--- src/rtl/tug_referee.sv ---
// tug_referee: tug-of-war match control (countdown, rope position, round/match scoring)
// Ports: clk, rstn (async active-low); start, l_pulse, r_pulse (single-cycle pulses);
//        pos (rope 1..15, centre 8), led (one-hot bar, bit pos-1), score_l/score_r,
//        cd_digit (countdown ticks left), playing, match_over, winner (1 = left).
// Optional: define TUG_FALSE_START_EN to turn countdown presses into a start offset.
module tug_referee #(
  parameter int TICK_CYCLES = 100000000,
  parameter int CD_TICKS = 3,
  parameter int HOLD_TICKS = 2,
  parameter int WIN_ROUNDS = 3
) (
  input  logic        clk,
  input  logic        rstn,
  input  logic        start,
  input  logic        l_pulse,
  input  logic        r_pulse,
  output logic [3:0]  pos,
  output logic [14:0] led,
  output logic [1:0]  score_l,
  output logic [1:0]  score_r,
  output logic [1:0]  cd_digit,
  output logic        playing,
  output logic        match_over,
  output logic        winner
);
  localparam int TW = TICK_CYCLES > 1 ? $clog2(TICK_CYCLES) : 1;
  typedef enum logic [2:0] {IDLE, COUNTDOWN, PLAY, ROUND_END, MATCH_END} state_t;
  state_t state;
  logic [TW-1:0] cnt;
  logic [7:0] hold;
  logic tick;
  logic [1:0] inc_l, inc_r;
  logic [3:0] start_pos;
  assign tick = cnt == TW'(TICK_CYCLES - 1);
  assign led = 15'd1 << (pos - 4'd1);
  assign inc_l = score_l + 2'd1;
  assign inc_r = score_r + 2'd1;
`ifdef TUG_FALSE_START_EN
  logic signed [2:0] off;
  assign start_pos = 4'd8 + {off[2], off};
  // offset only lives during a countdown; it is consumed on the tick that opens play
  always_ff @(posedge clk or negedge rstn)
    if (!rstn) off <= '0;
    else if (state != COUNTDOWN || (tick && cd_digit == 2'd1)) off <= '0;
    else if (l_pulse && !r_pulse && off != -3'sd2) off <= off - 3'sd1;
    else if (r_pulse && !l_pulse && off != 3'sd2) off <= off + 3'sd1;
`else
  assign start_pos = 4'd8;
`endif
  always_ff @(posedge clk or negedge rstn) begin
    if (!rstn) begin
      state <= IDLE;
      pos <= 4'd8;
      score_l <= '0;
      score_r <= '0;
      cd_digit <= '0;
      playing <= 1'b0;
      match_over <= 1'b0;
      winner <= 1'b0;
      cnt <= '0;
      hold <= '0;
    end else begin
      // every state change into a timed state happens on a tick or from an untimed state,
      // so clearing on tick/outside timed states also clears on entry
      cnt <= ((state == COUNTDOWN || state == ROUND_END) && !tick) ? cnt + TW'(1) : '0;
      unique case (state)
        IDLE: begin
          pos <= 4'd8;
          if (start) begin
            score_l <= '0;
            score_r <= '0;
            cd_digit <= 2'(CD_TICKS);
            state <= COUNTDOWN;
          end
        end
        COUNTDOWN: begin
          pos <= 4'd8;
          if (tick && cd_digit == 2'd1) begin
            cd_digit <= '0;
            pos <= start_pos;
            playing <= 1'b1;
            state <= PLAY;
          end else if (tick) cd_digit <= cd_digit - 2'd1;
        end
        PLAY: begin
          if (pos == 4'd15 || pos == 4'd1) begin
            playing <= 1'b0;
            hold <= '0;
            if (pos == 4'd15) score_l <= inc_l;
            else score_r <= inc_r;
            if ((pos == 4'd15 ? inc_l : inc_r) == 2'(WIN_ROUNDS)) begin
              winner <= pos == 4'd15;
              match_over <= 1'b1;
              state <= MATCH_END;
            end else state <= ROUND_END;
          end else if (l_pulse && !r_pulse) pos <= pos + 4'd1;
          else if (r_pulse && !l_pulse) pos <= pos - 4'd1;
        end
        ROUND_END: begin
          if (tick && hold == 8'(HOLD_TICKS - 1)) begin
            hold <= '0;
            pos <= 4'd8;
            cd_digit <= 2'(CD_TICKS);
            state <= COUNTDOWN;
          end else if (tick) hold <= hold + 8'd1;
        end
        MATCH_END: begin
          if (start) begin
            score_l <= '0;
            score_r <= '0;
            pos <= 4'd8;
            match_over <= 1'b0;
            cd_digit <= 2'(CD_TICKS);
            state <= COUNTDOWN;
          end
        end
        default: state <= IDLE;
      endcase
    end
  end
endmodule
--- config.mk ---
export PLATFORM = sky130hd
export DESIGN_NAME = tug_referee
export DESIGN_NICKNAME = d
export VERILOG_FILES = /design/src/rtl/tug_referee.sv
export SDC_FILE = /design/constraint.sdc
export NUM_CORES = 1
export LEC_CHECK = 0
export CAP_MARGIN = 30
export CORE_MARGIN = 10
export CORE_UTILIZATION = 40
export CTS_CLUSTER_DIAMETER = 50
export CTS_CLUSTER_SIZE = 8
export DETAILED_ROUTE_END_ITERATION = 8
export GPL_ROUTABILITY_DRIVEN = 0
export SYNTH_ARGS = -nofsm -noshare
export SYNTH_HDL_FRONTEND = slang
export SYNTH_SLANG_ARGS = --single-unit
--- constraint.sdc ---
create_clock -name clk -period 5.3 [get_ports clk]
set_input_delay 0.795 -clock clk [delete_from_list [all_inputs] [get_ports clk]]
set_output_delay 0.795 -clock clk [all_outputs]
set_load 0.05 [all_outputs]
# Word-level counts from Yosys, hierarchy flattened
# Cells that the tools add are included.
# word_totals
reg_bits	51
latchBits	0
ram_bits	0
romBits	0
input_bits	5
out_inout_bits	28
word_cells	105
memories	0
# classes
addsub	7
mul	0
n_div	0
order_cmp	0
n_eq_ne	22
shifts	1
mux	37
n_bitwise	0
reduce_logical	28
# op_table
cell	count
27-bit by 1-bit adder with 27-bit output, second input constant	1
27-bit equality test, second input constant	1
27-bit 2-to-1 mux	1
8-bit 2-to-1 mux	3
2-bit 2-to-1 mux	10
4-bit 2-to-1 mux	5
4-bit AND reduction	5
4-bit one-hot mux with 4 select lines	1
8-bit one-hot mux with 2 select lines	1
3-bit 2-to-1 mux	5
1-bit by 4-bit left shift with 15-bit output, first input constant	1
2-bit inequality test, second input constant	6
3-bit one-hot mux with 4 select lines	1
3-bit AND reduction	3
8-bit by 1-bit adder with 8-bit output, second input constant	1
8-bit by 1-bit equality test with 1-bit output, second input constant	1
2-bit one-hot mux with 2 select lines	2
2-bit nonzero test	4
3-bit by 2-bit equality test with 1-bit output, second input constant	2
2-bit by 1-bit inequality test with 1-bit output, second input constant	3
3-bit by 2-bit inequality test with 1-bit output, second input constant	2
2-bit one-hot mux with 3 select lines	1
1-bit logical AND	5
1-bit 2-to-1 mux	5
19 further kinds	25

# Depth between registers and ports, before layout
# depth
ltp_word	6
ltp_mapped	8
depth_no_buf	7

# Worst setup path before layout
# Ideal clock, no wire load.
# synth_path
path_kind	register -> output
startpoint	reg pos[0]
endpoint	out led[4]
t_arrival_ps	2308
required_ps	4505
slack_ps	2197
path_stages_with_launch	7
path_cell_list	dfrtp_1 > inv_1 > ha_1 > clkbuf_1 > nor3_1 > a31oi_1 > nor2b_1
# synth_between
elab_chain_cells	2
# synth_lines
item	line_no	rtl
from (decl)	17	output logic [3:0] pos,
from (signal assigned)	80	pos <= start_pos;
from (signal assigned)	96	end else if (l_pulse && !r_pulse) pos <= pos + 4'd1;
from (signal assigned)	97	else if (r_pulse && !l_pulse) pos <= pos - 4'd1;
4-bit by 1-bit subtractor with 4-bit output	35	assign led = 15'd1 << (pos - 4'd1);
1-bit by 4-bit left shift with 15-bit output	35	
to (decl)	18	output logic [14:0] led,
# No other way between the ends.

# Worst setup path after layout
# layout_path
startpoint	reg pos[0]
endpoint	out led[11]
# The elaborated chain is that of the path after synthesis.

==> impl_results.rst <==
.. list-table::
   :header-rows: 1

   * - Metric
     - Value
   * - Detailed-route DRC error count
     - 0
   * - Die height
     - 108.3 microns
   * - Number of port buffers
     - 32
   * - Area delta synth->final
     - 15.69%
   * - Destination of the critical timing path
     - led[11]
   * - Grt ovf
     - 0
   * - Library cells used by synthesis
     - 55
   * - Type of the worst setup path
     - flop to output pin
   * - Number of instances in the synthesized netlist
     - 345
   * - Number of placed I/O pins
     - 33
   * - Start of the worst register-to-register path
     - pos[1]$_DFFE_PN0P_
   * - Hold Crit Depth
     - 1
   * - Clock latency on the worst-skew pair
     - 300 ps
   * - Time the final worst path needs with I/O delays and setup
     - 3443 ps
   * - Area of all sequential standard cells
     - 1277 sq um
   * - Crit path max fanout
     - 10
   * - Part of the Yosys area used for sequential elements
     - about two fifths
   * - Slew Limit Fails
     - 0
   * - Core box area
     - 7647 sq um
   * - Average cell area after synthesis
     - 9.038 sq um
   * - Hold-fix buffers at CTS
     - 0
   * - TritonCTS clock tree
     - built
   * - Number of register bits inferred by synthesis
     - 51
   * - Post-synthesis instance area
     - 3118 sq um
   * - Share of cells above drive strength 1
     - around 6.4%
   * - Number of warning messages in the yosys log
     - 0
   * - Wire length reported by the detailed router
     - 6611 microns
   * - Async set-reset flop share out of synthesis
     - 100.0%
   * - Category of the worst setup path launch point
     - flop
   * - Via-per-instance ratio
     - 5.179
   * - Final setup violating endpoints
     - 0
   * - Worst r2r path cells
     - 7
   * - Post-synth EDFFs
     - 0
   * - First-pass GRT wire length
     - around 11000 microns
   * - Worst path required time
     - between 4000 and 5000 ps
   * - Worst Setup End Kind
     - output pin
   * - Leakage power of the design
     - 1.530 nW
   * - Number of vias in the routed layout
     - about 2.5k
   * - Reg-to-Reg End
     - hold[3]$_DFFE_PN0P_
   * - Post-CTS setup buffers
     - 0
   * - Number of clock sinks
     - between 50 and 60
   * - TritonCTS buffer count
     - 5
   * - Ordered cell list for the critical path
     - inv_1, ha_1, o31ai_1, and2_1, clkdlybuf4s50_1
   * - Max-cap check violation count
     - 0
   * - Number of antenna violations at the first check in global routing
     - 0
   * - Number of global-route vias before repair
     - around 2.4k
   * - Total iterations of the first detailed-routing run
     - 4
   * - Detailed-placement wirelength estimate
     - 4774 microns
   * - Maximum achievable frequency
     - 0.2904 GHz
   * - Largest incremental delay on the critical path
     - about 810 ps
   * - Cell count after placement
     - 468
   * - Final Cycle Share
     - 64.97%
   * - Power Density
     - 239.4 nW/um^2
   * - Max Root-Sink Buffers
     - 2
   * - Final clock skew
     - 13.12 ps
   * - Per-cell routed wire length
     - 13.89 microns
   * - Deepest level of the CTS H-tree
     - 2
   * - Area of the die
     - 11730 sq um
   * - Total track usage
     - between 10 and 15%
   * - Worst-case vdd ir drop
     - 172.9 uV
   * - Post-Route Setup TNS
     - 0 ps
   * - Clock edge transition at the registers on the reported setup and hold paths
     - 90 ps
   * - Final Non-Filler Cells
     - 476
   * - Number of nets in the layout
     - 390
   * - Hold Violations, Final
     - 0
   * - RSZ-0062 raised after global routing
     - no
   * - Clock Tree Root
     - sky130_fd_sc_hd__clkbuf_8
   * - Maximum number of pins on one net before global-route repair
     - 52
   * - Number of routed nets with antenna violations
     - 0
   * - Dominant register cell in the synthesized netlist
     - sky130_fd_sc_hd__dfrtp_1
   * - Combined area of the multi-input logic cells
     - 1728 sq um
   * - Result of the run
     - finished, final reports clean
   * - Cells resized by post-CTS repair
     - 0
   * - R2R setup slack
     - 2990 ps
   * - Transition time of the tightest slew-check pin
     - 651.7 ps
   * - Standard-cell row count
     - 32
   * - Initial Util
     - 40.77%
   * - Die boundary width
     - between 100 and 150 microns
   * - Worst slew margin relative to its limit
     - 56.56%
   * - Synthesized Nets
     - 362
   * - Number of violations reported at the end of detailed-routing iteration 0
     - 60
   * - Data arrival time of the critical path
     - 2650 ps
   * - Critical path origin
     - pos[0]$_DFFE_PN0P_
   * - Slowest stage cell on the critical path
     - sky130_fd_sc_hd__clkdlybuf4s50_1
   * - ANT cells
     - 0
   * - Fill cell total of the finished layout
     - 744
   * - Worst hold path type
     - flop to flop
## cell usage after synthesis, drive strengths merged, types with 7 or more instances
cell type   n  area share, %
ha         12            4.8
dfrtp      50             40
nand3      18            2.9
nor3       13            2.1
mux2i       7            2.2
and2       10            2.0
o21ai       8            1.4
nor2       53            6.4
nand2      32            3.9
nor2b      11            2.2
nand4      13            3.3
xor2        9            2.5
clkbuf      7           0.84
inv        11            1.3
xnor2      20            5.6
a21oi      11            1.9
## power by group
| group | leakage, nW | switching [mW] | internal [mW] | total, mW |
|---|---|---|---|---|
| logic | 0.808 | 0.0843 | 0.0637 | 0.148 |
| registers | 0.674 | 0.0528 | 0.426 | 0.479 |
| clock network | 0.0484 | 0.129 | 0.107 | 0.237 |
## layout by cell type, fill, tap and decap left out, drive strengths merged, types with 4 or more instances in the layout
cell	instances
clkdlybuf4s50	31
o21ai	8
xor2	9
inv	11
nand4	13
a21oi	11
clkbuf	7
nor4	5
nand2	32
and3	6
mux2i	7
ha	12
and4	4
nand3	18
dfrtp	50
nor2	53
o31ai	4
xnor2	20
and2	10
nor2b	11
nor3	13
## worst max-delay path, delay by kind of cell (launching register included)
family	cells	cell delay, ps
flops	1	490
simple gates	1	180
fa+ha+maj	1	330
compound gates	1	390
buf+inv	2	960
## kinds of logic (layout without fill, tap and decap cells)
family          after synthesis  after routing  share of synthesized area [%]
buf+inv                      24             53                          3.612
compound gates               40             40                          8.950
simple gates                181            181                          30.90
mux                           8              8                          2.608
fa+ha+maj                    12             12                          4.815
flops                        51             51                          40.97
xor+xnor                     29             29                          8.146
## worst min-delay path by stage
stage	slack, ps	endpoint	start
floorplan	470	cnt[0]$_DFF_PN0_	cnt[0]$_DFF_PN0_
global placement	490	cnt[0]$_DFF_PN0_	cnt[0]$_DFF_PN0_
detailed placement	490	playing$_DFFE_PN0P_	playing$_DFFE_PN0P_
CTS	510	cnt[0]$_DFF_PN0_	cnt[0]$_DFF_PN0_
global route	530	cnt[0]$_DFF_PN0_	cnt[0]$_DFF_PN0_
finish	510	cnt[0]$_DFF_PN0_	cnt[0]$_DFF_PN0_
## flip-flops by register name (all words and copies together) (netlist names)
register / flops
cnt: 27
hold: 8
pos: 4
state: 3
cd_digit: 2
score_l: 2
score_r: 2
match_over: 1
playing: 1
winner: 1
## final cells by class
class | count | area share, %
timing repair buffer | 34 | 9.365
sequential | 51 | 35.41
clock inverter | 1 | 0.2428
inverter | 11 | 1.145
clock buffer | 7 | 2.393
tap | 102 | 3.538
multi-input combinational | 270 | 47.90
## metal layers
layer | vias up | share of wire [%] | GRT usage [%]
li1 | 1260 | - | -
met1 | 1155 | 50 | 15.38
met2 | 46 | 45 | 18.88
met3 | 4 | 4.8 | 2.320
met4 | 0 | 0.67 | 2.731
met5 | - | 0 | 0
## stage by stage
stage / setup slack [ps] / util, % / power, mW / hold slack, ps / cell area [sq um]
finish: 1857 / 47.17 / 0.8635 / 507.1 / 3607
global route: 1653 / 47.17 / 0.9126 / 534.1 / 3607
CTS: 1832 / 47.17 / 0.8776 / 511.1 / 3607
detailed placement: 2163 / 45.93 / 0.6340 / 490.6 / 3512
global placement: 2275 / 45.73 / 0.6307 / 492.8 / 3497
floorplan: 2197 / - / 0.5892 / 468.8 / 3118
No activity file was read; power rests on OpenSTA's default activity.
==> edit 1 (same settings) <==
Put a register stage on the output `led`, with the module's reset. The value now appears one clock later. The other outputs are not delayed to match.
--- a/src/rtl/tug_referee.sv
+++ b/src/rtl/tug_referee.sv
@@ -34,3 +34,9 @@
   assign tick = cnt == TW'(TICK_CYCLES - 1);
-  assign led = 15'd1 << (pos - 4'd1);
+  always_ff @(posedge clk or negedge rstn) begin
+    if (!rstn) begin
+      led <= '0;
+    end else begin
+      led <= 15'd1 << (pos - 4'd1);
+    end
+  end
   assign inc_l = score_l + 2'd1;
Behaviour: not the same (Yosys sat finds a counterexample within 4 cycles, from zero or initial values and one cycle with rstn low).
==> edit 1 against the original RTL <==
  * Utilization grew 2.0 points
  * Non-clock buffer count up 1
  * Final area increased by 13%
  * Synthesized area increased by 10%
  * Count of clock-buffer cells in the layout up 2
  * Sequential cell count rose by 15
  * Worst setup slack better by 0.77 ns
  * Routed wire length increased by 7.1%
  * Synthesized cell count grew 0.29%
Power is not compared: it rests on default switching activity, and its combinational part moved more than twofold at a synthesized area within 25%.
==> edit 1: results (changes against the original RTL) <==
status: "completed"
worstPathMaxFanout: 12  # +2
worstPathArrival_ns: 1.87  # -0.78 ns
synthMuxAreaShare_pct: 2.11  # -0.50 points
synth_fp_nets: 363  # +0.28%
clkLatencyLatePin_ns: 0.35  # +0.05 ns
wirelength_um: 7080  # +7.1%
seq_area_frac_synth_pct: 48.1  # +7.1 points
numCtsBuffers: 9  # +4
drt-pass1-iter-count: 4  # unchanged
detailedPlace.worstSlack_ns: 2.59  # +0.423 ns
netlist_top_cells_area: "dfrtp_1 47%, nor2_1 4.8%, ha_1 4.4%"
hpwlAfterDp_um: 4940  # +3.4%
tightest_slew_ns: 0.720  # +0.0688 ns
r2r_setup_slack_ns: 2.88  # -0.11 ns
synthAdderAreaFrac_pct: 4.37  # -0.45 points
r2r-start: "hold[1]"
dr.first_iter.drc_count: 99  # +65%
first_global_vias: 2612  # +8.0%
yosys-top-cells-count: "65 x dfrtp_1, 44 x nor2_1, 17 x nand2_1, 17 x nand3_1, 15 x xor2_1"
fin_nets: 399  # +2.3%
postCtsResizedCells: 0  # unchanged
min_path_type: "primary input to async pin"
r2r_end: "pos[1]"
met3_usage_pct: 3.86  # +1.5 points
htree_levels: 3  # +1
top_regs: "cnt: 27 flops, led: 15 flops, hold: 8 flops"
cts_setup_buffers: 0  # unchanged
drive_above_1_share_pct: 9.04  # +2.6 points
synth_compound_area_share_pct: 9.28  # +0.33 points
num_antenna_cells: 0  # unchanged
grt_pass1_wl_um: 12400  # +8.9%
p_leak_nw: 1.79
synth-xor-area-share_pct: 6.88  # -1.3 points
grt_use_met1_pct: 14.5  # -0.90 points
grt_max_degree: 43  # -17%
antenna_found_initial: 0  # unchanged
max_stage_delay_ns: 0.85  # +0.04 ns
crit_start: "pos[3]"
viasPerCell: 5.19  # +0.20%
grt_usage_pct: 11.6  # about the same
grt_use_met2_pct: 17.9  # -1.0 points
fin_worst_skew_ns: 0.0141  # +0.00100 ns
edit 1: cell count changes in the layout (fill, tap and decap cells not counted), sizes merged, moves of 3 or more:
cell    delta
o311ai     -3
nand4      -4
and2       -4
xor2       +6
inv        +5
o21ai      +4
a31oi      +6
nand2     -15
nor2       -9
xnor2      -8
nand2b     +5
nor4b      -3
dfrtp     +15
edit 1: kinds of logic after synthesis:
kind of cell    count (synthesis)
simple gates                  160
flops                          66
compound gates                 50
xor+xnor                       27
buf+inv                        24
fa+ha+maj                      12
mux                             7
edit 1: metrics by stage:
step	instances	hold slack (ns)	cell area, um2
floorplan	346	0.444	3440
global placement	475	0.459	3840
detailed placement	475	0.473	3840
CTS	491	0.465	4070
global route	492	0.483	4080
finish	492	0.445	4080
edit 1: routing by layer:
layer / vias up / routed length, um / share of wire, %
met5: - / 0 / 0
met4: 0 / 112 / 1.6
met1: 1222 / 3430 / 48
li1: 1288 / - / -
met3: 9 / 332 / 4.7
met2: 34 / 3200 / 45
edit 1: layout make-up:
type	instances	area (um2)	area share, %
clock inverter	7	100	2.45
multi-input combinational	256	1680	41.1
clock buffer	9	124	3.03
inverter	14	52.6	1.29
tap	105	131	3.22
timing repair buffer	35	345	8.46
sequential	66	1650	40.5
edit 1: power groups by stage:
stage	clock network, mW	registers (mW)	logic [mW]
6_report	0.484	0.503	0.0172
3_5_place_dp	0	0.513	0.0183
4_1_cts	0.497	0.503	0.0183
2_1_floorplan	0	0.513	0.00334
3_3_place_gp	0	0.513	0.0181
5_1_grt	0.520	0.503	0.0202
edit 1: worst max-delay path by stage:
stage                  to  slack, ns
2_1_floorplan     hold[7]       3.02
3_3_place_gp   score_r[0]       2.61
3_5_place_dp      cnt[11]       2.59
4_1_cts           cnt[11]       2.58
5_1_grt            pos[3]       2.58
6_report           pos[3]       2.63
==> edit 2 (same settings) <==
Without the edit above. The option `TUG_FALSE_START_EN` is turned on by a define.
--- a/src/rtl/tug_referee.sv
+++ b/src/rtl/tug_referee.sv
@@ -5,2 +5,4 @@
 // Optional: define TUG_FALSE_START_EN to turn countdown presses into a start offset.
+`define TUG_FALSE_START_EN
+
 module tug_referee #(
Check against the original RTL: same outputs for any inputs over 10 cycles, from zero or initial values and one cycle with rstn low; that may be too few to reach the edited logic, so the function may still have changed.
==> edit 2 against the original RTL <==
  * Utilization increased by 0.77 points
  * Worst setup slack worse by 0.19 ns
  * Maximum frequency is 5.1% lower
  * Register-to-register slack worse by 0.21 ns
  * Final area grew 4.3%
  * Synthesized area is 5.0% higher
  * Sequential cell count is 3 higher
  * Critical endpoint is now led[3]
  * First-iteration DRC count is 50% higher
  * Via count grew 3.0%
  * Routed wire length grew 2.7%
Power is not compared: it rests on default switching activity, and its combinational part moved more than twofold at a synthesized area within 25%.
==> edit 2: results (changes against the original RTL) <==
worstPathArrival_ns: 2.83  # +0.18 ns
fin_worst_skew_ns: 0.00773  # -0.00539 ns
reg2regPathDepth: 6  # -1
grt_use_met1_pct: 14.6  # -0.73 points
seq_power_share_pct: 34.6
synth-xor-area-share_pct: 7.22  # -0.92 points
grt_usage_pct: 10.9  # -0.63 points
synthAdderAreaFrac_pct: 5.58  # +0.76 points
netlist_top_cells_area: "dfrtp_1 41%, nor2_1 5.3%, ha_1 5.0%"
hpwlAfterDp_um: 4980  # +4.3%
max_freq_mhz: 275  # -5.1%
wl_met1_um: 3420  # +4.0%
drive_above_1_share_pct: 5.91  # -0.50 points
viasPerCell: 5.17  # -0.11%
detailedPlace.worstSlack_ns: 2.00  # -0.163 ns
synth_compound_area_share_pct: 13.4  # +4.5 points
numCtsBuffers: 5  # unchanged
grt_pass1_wl_um: 11800  # +4.1%
worstPathMaxFanout: 9  # -1
vdd_drop_max_uv: 201
dr_wl_met2_um: 3140  # +6.2%
r2r-start: "cnt[0]"
slew_violations: 0  # unchanged
synth_fp_nets: 379  # +4.7%
io_buffers: 32  # unchanged
r2r_end: "cnt[2]"
synth.distinct_cells: 52  # -5.5%
top_layer: "met4"
met3_usage_pct: 2.27  # -0.051 points
num_antenna_cells: 0  # unchanged
dr.first_iter.drc_count: 90  # +50%
first_global_vias: 2435  # +0.70%
tightest_slew_ns: 0.916  # +0.264 ns
hold_slack_ns: 0.488  # -0.0192 ns
synth_top_family_by_area: "simple AND/OR/NAND/NOR gates"
seq_area_frac_synth_pct: 41.3  # +0.34 points
place_area_um2: 3670  # +4.5%
cp-endpoint: "led[3]"
synthMuxAreaShare_pct: 1.91  # -0.70 points
min_path_type: "flop to flop"
wl_per_cell_um: 13.8  # -0.42%
async_flop_share_pct: 100  # unchanged
wl_met3_um: 174  # -45%
grt_use_met2_pct: 17.3  # -1.5 points
status: "completed"
r2r_setup_slack_ns: 2.78  # -0.21 ns
grt_max_degree: 55  # +5.8%
fin_nets: 407  # +4.4%
yosys-top-cells-count: "53 x dfrtp_1, 46 x nor2_1, 28 x nand2_1"
-- edit 2: cell type report --
cell class / count / area (um2)
well taps: 102 / 128
flip-flops and latches: 54 / 1350
clock inverters: 1 / 5.00
repair buffers: 33 / 323
multi-input cells: 276 / 1800
clock buffers: 7 / 86.3
fillers: 772 / 4090
inverters: 18 / 67.6
-- edit 2: cell families (layout without fill, tap and decap cells) --
group	after synthesis	count (layout)
AND/OR/NAND/NOR	161	161
multiplexers	6	6
XOR/XNOR	27	27
flip-flops	54	54
adder cells (fa/ha/maj)	14	14
AO/OA/AOI/OAI	68	68
buffers and inverters	30	59
-- edit 2: per-stage QoR --
| step | utilization (%) | cells | total power, mW |
|---|---|---|---|
| detailed placement | 46.8 | 483 | 1.33 |
| finish | 47.9 | 491 | 1.56 |
| global route | 47.9 | 491 | 1.68 |
| global placement | 46.8 | 483 | 1.33 |
| CTS | 47.9 | 491 | 1.58 |
| floorplan | - | 360 | 1.11 |
